## src/rtl/pixel_wr_packer.sv

```systemverilog
// pixel_wr_packer
// Packs each 12-bit RGB pixel into a pair of 16-bit SDRAM write words, queues the pairs
// in a show-ahead FIFO drained through a valid/ready handshake, and tracks frame progress
// (pixel count, frame-done pulse, drop count, sticky overflow).
module pixel_wr_packer #(
    parameter int DEPTH        = 16,
    parameter int FRAME_PIXELS = 307200,
    parameter int CNT_W        = 20
) (
    input  logic             iCLK,
    input  logic             iRST_N,
    input  logic [11:0]      iRed,
    input  logic [11:0]      iGreen,
    input  logic [11:0]      iBlue,
    input  logic             iDVAL,
    input  logic             iSOF,
    input  logic             iWR_READY,
    output logic [15:0]      oWR1_DATA,
    output logic [15:0]      oWR2_DATA,
    output logic             oWR_EN,
    output logic [CNT_W-1:0] oPIX_CNT,
    output logic [CNT_W-1:0] oDROP_CNT,
    output logic             oOVERFLOW,
    output logic             oFRAME_DONE
);

    localparam int                AW         = $clog2(DEPTH);
    localparam logic [AW:0]       LEVEL_FULL = (AW+1)'(DEPTH);
    localparam logic [CNT_W-1:0]  FRAME_LAST = CNT_W'(FRAME_PIXELS);
    localparam logic [CNT_W-1:0]  CNT_MAX    = {CNT_W{1'b1}};

    typedef enum logic [1:0] {
        ST_IDLE   = 2'd0,
        ST_ACTIVE = 2'd1,
        ST_DONE   = 2'd2
    } state_t;

    // ------------------------------------------------------------------
    // State and storage
    // ------------------------------------------------------------------
    state_t            state_q, state_d;
    logic [31:0]       mem_q [DEPTH];
    logic [AW-1:0]     wr_ptr_q, wr_ptr_d;
    logic [AW-1:0]     rd_ptr_q, rd_ptr_d;
    logic [AW:0]       level_q, level_d;
    logic [15:0]       wr1_q, wr1_d;
    logic [15:0]       wr2_q, wr2_d;
    logic              wr_en_q, wr_en_d;
    logic [CNT_W-1:0]  pix_cnt_q, pix_cnt_d;
    logic [CNT_W-1:0]  drop_cnt_q, drop_cnt_d;
    logic              ovf_q, ovf_d;
    logic              done_q, done_d;

    // ------------------------------------------------------------------
    // Combinational helpers
    // ------------------------------------------------------------------
    logic              in_frame_s;
    logic              pix_evt_s;
    logic [CNT_W-1:0]  pix_base_s;
    logic [CNT_W-1:0]  pix_inc_s;
    logic [CNT_W-1:0]  drop_base_s;
    logic              frame_end_s;
    logic              full_s;
    logic              empty_s;
    logic              pop_s;
    logic              push_s;
    logic              drop_s;
    logic              bypass_s;
    logic [31:0]       pack_s;
    logic              unused_lsb_s;

    // Truncating pack: word1 in [31:16], word2 in [15:0]; two LSBs of each component are discarded.
    always_comb begin
        pack_s       = {1'b0, iGreen[11:7], iBlue[11:2], 1'b0, iGreen[6:2], iRed[11:2]};
        unused_lsb_s = ^{iRed[1:0], iGreen[1:0], iBlue[1:0]};
    end

    // Frame FSM state register.
    always_ff @(posedge iCLK) begin
        if (!iRST_N) begin
            state_q <= ST_IDLE;
        end else begin
            state_q <= state_d;
        end
    end

    // Frame FSM next state: iSOF always (re)starts a frame, the last pixel closes it.
    always_comb begin
        state_d = state_q;
        if (iSOF) begin
            state_d = frame_end_s ? ST_DONE : ST_ACTIVE;
        end else begin
            case (state_q)
                ST_IDLE:   state_d = ST_IDLE;
                ST_ACTIVE: state_d = frame_end_s ? ST_DONE : ST_ACTIVE;
                ST_DONE:   state_d = ST_DONE;
                default:   state_d = ST_IDLE;
            endcase
        end
    end

    // Frame FSM outputs: a pixel belongs to a frame when ACTIVE or when entering ACTIVE this cycle.
    always_comb begin
        in_frame_s = 1'b0;
        case (state_q)
            ST_ACTIVE: in_frame_s = 1'b1;
            ST_IDLE:   in_frame_s = iSOF;
            ST_DONE:   in_frame_s = iSOF;
            default:   in_frame_s = 1'b0;
        endcase
        pix_evt_s = in_frame_s && iDVAL;
    end

    // Pixel counting: iSOF restarts from zero, so a pixel arriving with iSOF is pixel 1.
    always_comb begin
        pix_base_s  = iSOF ? {CNT_W{1'b0}} : pix_cnt_q;
        pix_inc_s   = pix_base_s + CNT_W'(1);
        frame_end_s = pix_evt_s && (pix_inc_s == FRAME_LAST);
        if (pix_evt_s) begin
            pix_cnt_d = pix_inc_s;
        end else begin
            pix_cnt_d = pix_base_s;
        end
        done_d = frame_end_s;
    end

    // FIFO handshake: a full FIFO still accepts a pixel when the head leaves in the same cycle.
    always_comb begin
        full_s  = (level_q == LEVEL_FULL);
        empty_s = (level_q == {(AW+1){1'b0}});
        pop_s   = !empty_s && iWR_READY;
        push_s  = pix_evt_s && (!full_s || pop_s);
        drop_s  = pix_evt_s && !push_s;
    end

    // FIFO pointers and level; pointers wrap naturally modulo DEPTH.
    always_comb begin
        wr_ptr_d = push_s ? (wr_ptr_q + AW'(1)) : wr_ptr_q;
        rd_ptr_d = pop_s  ? (rd_ptr_q + AW'(1)) : rd_ptr_q;
        case ({push_s, pop_s})
            2'b10:   level_d = level_q + (AW+1)'(1);
            2'b01:   level_d = level_q - (AW+1)'(1);
            default: level_d = level_q;
        endcase
    end

    // Show-ahead output stage: preload the next head, bypassing the array when the
    // incoming pixel becomes the head in the same cycle it is written.
    always_comb begin
        bypass_s = push_s && (wr_ptr_q == rd_ptr_d);
        wr_en_d  = (level_d != {(AW+1){1'b0}});
        if (!wr_en_d) begin
            wr1_d = 16'h0000;
            wr2_d = 16'h0000;
        end else if (bypass_s) begin
            wr1_d = pack_s[31:16];
            wr2_d = pack_s[15:0];
        end else begin
            wr1_d = mem_q[rd_ptr_d][31:16];
            wr2_d = mem_q[rd_ptr_d][15:0];
        end
    end

    // Drop accounting: saturating counter plus sticky flag, both restarted by iSOF.
    always_comb begin
        drop_base_s = iSOF ? {CNT_W{1'b0}} : drop_cnt_q;
        if (drop_s && (drop_base_s != CNT_MAX)) begin
            drop_cnt_d = drop_base_s + CNT_W'(1);
        end else begin
            drop_cnt_d = drop_base_s;
        end
        ovf_d = (iSOF ? 1'b0 : ovf_q) | drop_s;
    end

    // FIFO storage write; contents need no reset because the pointers define validity.
    always_ff @(posedge iCLK) begin
        if (iRST_N && push_s) begin
            mem_q[wr_ptr_q] <= pack_s;
        end
    end

    // FIFO control, output stage and frame counters.
    always_ff @(posedge iCLK) begin
        if (!iRST_N) begin
            wr_ptr_q   <= {AW{1'b0}};
            rd_ptr_q   <= {AW{1'b0}};
            level_q    <= {(AW+1){1'b0}};
            wr1_q      <= 16'h0000;
            wr2_q      <= 16'h0000;
            wr_en_q    <= 1'b0;
            pix_cnt_q  <= {CNT_W{1'b0}};
            drop_cnt_q <= {CNT_W{1'b0}};
            ovf_q      <= 1'b0;
            done_q     <= 1'b0;
        end else begin
            wr_ptr_q   <= wr_ptr_d;
            rd_ptr_q   <= rd_ptr_d;
            level_q    <= level_d;
            wr1_q      <= wr1_d;
            wr2_q      <= wr2_d;
            wr_en_q    <= wr_en_d;
            pix_cnt_q  <= pix_cnt_d;
            drop_cnt_q <= drop_cnt_d;
            ovf_q      <= ovf_d;
            done_q     <= done_d;
        end
    end

    assign oWR1_DATA   = wr1_q;
    assign oWR2_DATA   = wr2_q;
    assign oWR_EN      = wr_en_q;
    assign oPIX_CNT    = pix_cnt_q;
    assign oDROP_CNT   = drop_cnt_q;
    assign oOVERFLOW   = ovf_q;
    assign oFRAME_DONE = done_q;

endmodule

```

## config.mk

```make
export PLATFORM = sky130hd
export DESIGN_NAME = pixel_wr_packer
export DESIGN_NICKNAME = d
export VERILOG_FILES = /design/src/rtl/pixel_wr_packer.sv
export SDC_FILE = /design/constraint.sdc
export NUM_CORES = 1
export LEC_CHECK = 0
export ABC_AREA = 1
export BUFFER_PORTS_ARGS = -buffer_cell sky130_fd_sc_hd__buf_4
export CORE_ASPECT_RATIO = 0.75
export CORE_MARGIN = 2
export CORE_UTILIZATION = 60
export CTS_CLUSTER_SIZE = 28
export DETAILED_ROUTE_END_ITERATION = 16
export PLACE_DENSITY = 0.78
export SLEW_MARGIN = 20
export SYNTH_ARGS = -nofsm -noshare
export SYNTH_HDL_FRONTEND = slang
export SYNTH_SLANG_ARGS = --single-unit
```

## constraint.sdc

```tcl
create_clock -name iCLK -period 4.6 [get_ports iCLK]
set_input_delay 0.69 -clock iCLK [delete_from_list [all_inputs] [get_ports iCLK]]
set_output_delay 0.69 -clock iCLK [all_outputs]
set_load 0.005 [all_outputs]
```

After elaboration in Yosys (flattened, before gate mapping)
Memories as Yosys holds them, arrays and structs flattened. A register that Yosys moved wholly into a read port is not among the register bits.
Index checks and enable logic that the tools add are counted.
Storage, ports and cells
  register bits: 60
  bits in writable memories: 480
  bits of input ports: 41
  output and inout bits: 75
  word-level logic and storage cells: 61
  memories kept: 1
Memories
  mem_q: words 16, width 30, read ports 1, clocked after memory_dff 1, wr ports 1, RTL line 42  | logic [31:0] mem_q [DEPTH];
Operators by class
  add/subtract/negate cells: 6
  eq/ne operators: 8
  mux-type cells: 13
  bitwise operators: 3
  reduce and logical (&&, ||, !) cells: 19
Operators by type and width (number)
  2-to-1 mux 20 bit: 4
  adder 20 x 1 -> 20 bit, second input constant: 2
  == test 20 x 19 -> 1 bit, second input constant: 1
  inequality test 20 bit, second input constant: 1
  one-hot mux 5 bit (2 select lines): 1
  adder 4 x 1 -> 4 bit, second input constant: 2
  logical AND 1 bit: 8
  adder 5 x 1 -> 5 bit, second input constant: 1
  == test 5 bit, second input constant: 1
  logical NOT 5 bit: 1
  nonzero test 5 bit: 1
  subtractor 5 x 1 -> 5 bit, second input constant: 1
  == test 2 x 1 -> 1 bit, second input constant: 2
  == test 2 bit, second input constant: 2
  == test 4 bit: 1
  logical NOT 1 bit: 4
  2-to-1 mux 2 bit: 2
  2-to-1 mux 4 bit: 1
  one-hot mux 2 bit (2 select lines): 1
  2-to-1 mux 1 bit: 3
  OR reduction 3 bit: 1
  logical NOT 2 bit: 1
  inverter 1 bit: 2
  one-hot mux 1 bit (2 select lines): 1
  4 further kinds: 4

Longest topological paths before layout
  depth in word-level cells: 10
  depth in mapped cells: 20
  depth with buffers taken out: 19

Worst setup path after synthesis
Ideal clock, no wire load.
  path kind: input -> register
  start: in iRST_N
  end: mem mem_q[7][0] (netlist bit), enable pin
  setup time: 0.455 ns
  arrival time: 3.489 ns
  required time: 4.145 ns
  path slack: 0.657 ns
  stages on the path: 5
  path buffers: 3
  cells stage by stage: clkbuf_1 -> inv_1 -> clkbuf_1 -> clkbuf_1 -> nor3_1
Between the ends
  cells in the longest elaborated chain, start to end: 3
RTL lines
  start: declaration: RTL line 11  | input logic iRST_N,
  logical AND 1 bit: RTL line 177  | if (iRST_N && push_s) begin
  2-to-1 mux 1 bit: RTL line 177
  2-to-1 mux 1 bit (implied by the code): RTL line 178  | mem_q[wr_ptr_q] <= pack_s;
  end: declaration: RTL line 42
No other way between the ends.

Worst setup path in the final report
  start: reg level_q[0]
  end: reg wr1_q[10] (netlist: oWR1_DATA[10])
Between the ends
  cells in the longest elaborated chain, start to end: 10
  elaborated cells on any way between the ends: 16
  those cells by class: add/sub (2); eq/ne (3); mux (2); reduce/logical (9)
RTL lines
  start: declaration: RTL line 45  | logic [AW:0] level_q, level_d;
  start signal: assignment: RTL line 187  | level_q <= {(AW+1){1'b0}};
  start signal: assignment: RTL line 198  | level_q <= level_d;
  logical NOT 5 bit: RTL line 130  | empty_s = (level_q == {(AW+1){1'b0}});
  logical NOT 1 bit: RTL line 131  | pop_s = !empty_s && iWR_READY;
  logical AND 1 bit: RTL line 131
  logical OR 1 bit: RTL line 132  | push_s = pix_evt_s && (!full_s || pop_s);
  logical AND 1 bit: RTL line 132
  == test 2 x 1 -> 1 bit / == test 2 bit (equally long branches): RTL line 140  | case ({push_s, pop_s})
  one-hot mux 5 bit (2 select lines): RTL line 140
  nonzero test 5 bit: RTL line 151  | wr_en_d = (level_d != {(AW+1){1'b0}});
  AND reduction 2 bit (no source line)
  logical NOT 1 bit (no source line)
  end signal: assignment: RTL line 199  | wr1_q <= wr1_d;
  end: declaration: RTL line 46  | logic [15:0] wr1_q, wr1_d;
Parallel ways exist; a longest one is shown, timed or not.
A chain may end at the register's enable or synchronous reset.

==> run metrics <==
die height=180.5 µm; Antenna Violating Nets Remaining=0; # setup viols final=0; Die Area=43210 µm²; Max Fclk=~310 MHz; outcome=finished clean; setup TNS=0 ns; first-pass iteration count of the detailed router=8; syn avg cell area=around 10 µm²; maxcap violations=0; antenna violations before repair=1; Worst Hold Launch=iRed[11]; Worst Path Arrival=3.72 ns; CP startpoint=level_q[0]; vias in the first global route=17565; Psw=7.591 mW; most frequent cells in the layout=856 x nand2_1, 480 x edfxtp_1, 450 x nand3_1, 154 x nor2_1, 148 x inv_1; DRT iter0 DRCs=roughly 2400; postcts setup bufs=0; Fin. Hold Viols=0; post-synthesis sequential area ratio=about two thirds; reg2reg start=level_q[0]; final estimated routing congestion in global placement=0.8863; fin crit period=between 3 and 4 ns; pins over their slew limit=0; DRC Markers=0; CP max FO=120; Root Buffer=clkbuf_16; sw frac=41.07%; Critical Path End Type=flip-flop; fin crit share=69.12%; Yosys reg bits=568; IO Pins=116; worst hold path cell count=1; hold crit path type=input pin to flip-flop; hold_buf cts=0; reg2reg setup slack=about 1.4 ns; Avg WL per Cell=19.56 µm; Crit Path Class=flip-flop to flip-flop; Max H-tree Level=2; Synth async-reset ratio=0%; Post-synth top flop=edfxtp_1; Leakage=11.44 nW; Port Buffers=107; CP required=5.14 ns; cells on worst reg2reg path=14; worst setup margin=about 1.4 ns; CTS Buf Count=54; fin nets=roughly 2700; Max-slew headroom=24.56%; cells after synthesis=between 2000 and 3000; Final Skew=about 0.015 ns; Cell Area, Synth=24930 µm²; fill count=2921; hpwl dp=32440 µm; die width=about 240 µm; Layout area overhead=12.93%; initial core utilization=around three fifths; library cells used by synthesis=35; first-pass GRT wire length=97230 µm; CTS Buffer Depth=3; internal power=about 11 mW; Total GRT Usage=29.06%; core area=40920 µm²; pin count of the biggest net entering global routing=173; Slew @ Worst Pin=1.130 ns; startpoint types=flip-flop; Max IR drop VDD=743.1 µV; Logic pwr share=roughly 43%; Routed WL=about 63000 µm; Via Count=approximately 19000; Clk pwr share=24.9%; Reg power frac=a little under a third; RSZ-0062 raised after global routing=no; Worst-Skew Late Latency=0.59 ns; commonest non-fill, non-tap cell in the layout=nand2_1; Worst setup endpoint=oWR1_DATA[10]; cts repair resizes=0; row cnt=64; grt total ovfl=0; Placement Setup Slack=1.102 ns; share of layout cells above drive strength 1=9.981%; worst flop-to-flop path endpoint=oWR1_DATA[10]; clk sinks=568; Clock transition at path regs=roughly 0.070 ns; CTS tree=yes; number of vias per cell=approximately 5.8; Pwr Density=656.6 nW/µm²; Yosys Warn Count=0; EDFF count, synth=480
-- layer usage --
layer / track usage, % / up-vias / routed length, µm
li1: - / 8741 / -
met1: 42.49 / 8789 / 26260
met2: 44.97 / 972 / 28560
met3: 4.795 / 138 / 6445
met4: 9.075 / 0 / 1680
met5: 0 / - / 0
-- worst min path at each step --
| stage | endpoint | slack (ns) |
|---|---|---|
| final | mem_q[14][9] | 0.41 |
| after global routing | mem_q[9][19] | 0.40 |
| after CTS | mem_q[0][5] | 0.39 |
| after detailed placement | oOVERFLOW | 0.50 |
| after global placement | oOVERFLOW | 0.50 |
| after floorplan | level_q[2] | 0.48 |
-- synth_stat cells, types with 7 or more instances --
library cell	n	share of area (%)
xor2_1	8	0.28
a21oi_1	65	1.3
xnor2_1	7	0.25
nand2_1	858	13
inv_1	148	2.2
buf_1	11	0.17
edfxtp_1	480	58
o211ai_1	36	1.1
nor2_1	162	2.4
ha_1	13	0.65
dfxtp_1	88	7.1
o21ai_0	21	0.42
nor3_1	20	0.40
nand3_1	450	9.0
nand2_2	7	0.18
clkbuf_1	60	0.90
nand4_1	13	0.33
buf_2	63	1.3
buf_4	16	0.48
-- registers in the layout (all words and copies together) (netlist names) --
name         count
level_q          5
rd_ptr_q         4
wr_ptr_q         4
oPIX_CNT        20
oWR1_DATA       15
oFRAME_DONE      1
oDROP_CNT       20
oWR_EN           1
mem_q          480
state_q          2
oWR2_DATA       15
oOVERFLOW        1
-- stage by stage --
step	hold slack [ns]	cells	total power, mW	cell area [µm²]	utilization (%)
3_3_place_gp	0.4996	3114	13.59	26310	64.29
4_1_cts	0.3911	3216	18.41	28150	68.78
5_1_grt	0.4041	3216	19.64	28150	68.78
3_5_place_dp	0.4951	3114	13.79	26310	64.29
2_1_floorplan	0.4794	2554	11.76	24930	-
6_report	0.4062	3218	18.48	28150	68.80
-- area by class of cell --
cell class / instances / area, µm² / area share [%]
timing repair buffer: 149 / 1231 / 4.374
antenna: 2 / 5.005 / 0.01778
sequential: 568 / 16180 / 57.46
multi-input combinational: 1683 / 7621 / 27.07
tap: 561 / 701.9 / 2.493
clock inverter: 20 / 271.5 / 0.9645
clock buffer: 82 / 1568 / 5.569
inverter: 153 / 576.8 / 2.049
-- power groups by stage --
stage,logic (mW),registers [mW],clock network [mW]
after floorplan,5.80,5.96,0
after global placement,7.61,5.98,0
after detailed placement,7.81,5.98,0
after CTS,7.90,5.87,4.64
after global routing,8.92,5.89,4.84
final,8.01,5.87,4.60
-- worst max-delay path, stage by stage (launching register included) --
cell     delay (ns)
dfxtp_1        0.37
nor2_1         0.20
nand3_2        0.16
nand2_4        0.16
nand2_8        0.38
nand2_4        0.51
buf_12         0.39
nand2_1        0.10
nand2_1        0.09
nand2_1        0.07
nand3_1        0.17
nand3_1        0.10
nand3_1        0.13
nand2_1        0.06
inv_1          0.05
-- cells by family after synthesis --
family	synth area share, %
compound gates	3.027
xor+xnor	0.5270
other cells	0.01504
flops	64.89
buf+inv	5.120
fa+ha+maj	0.7328
simple gates	25.69
Power figures use the tool's default switching activity.
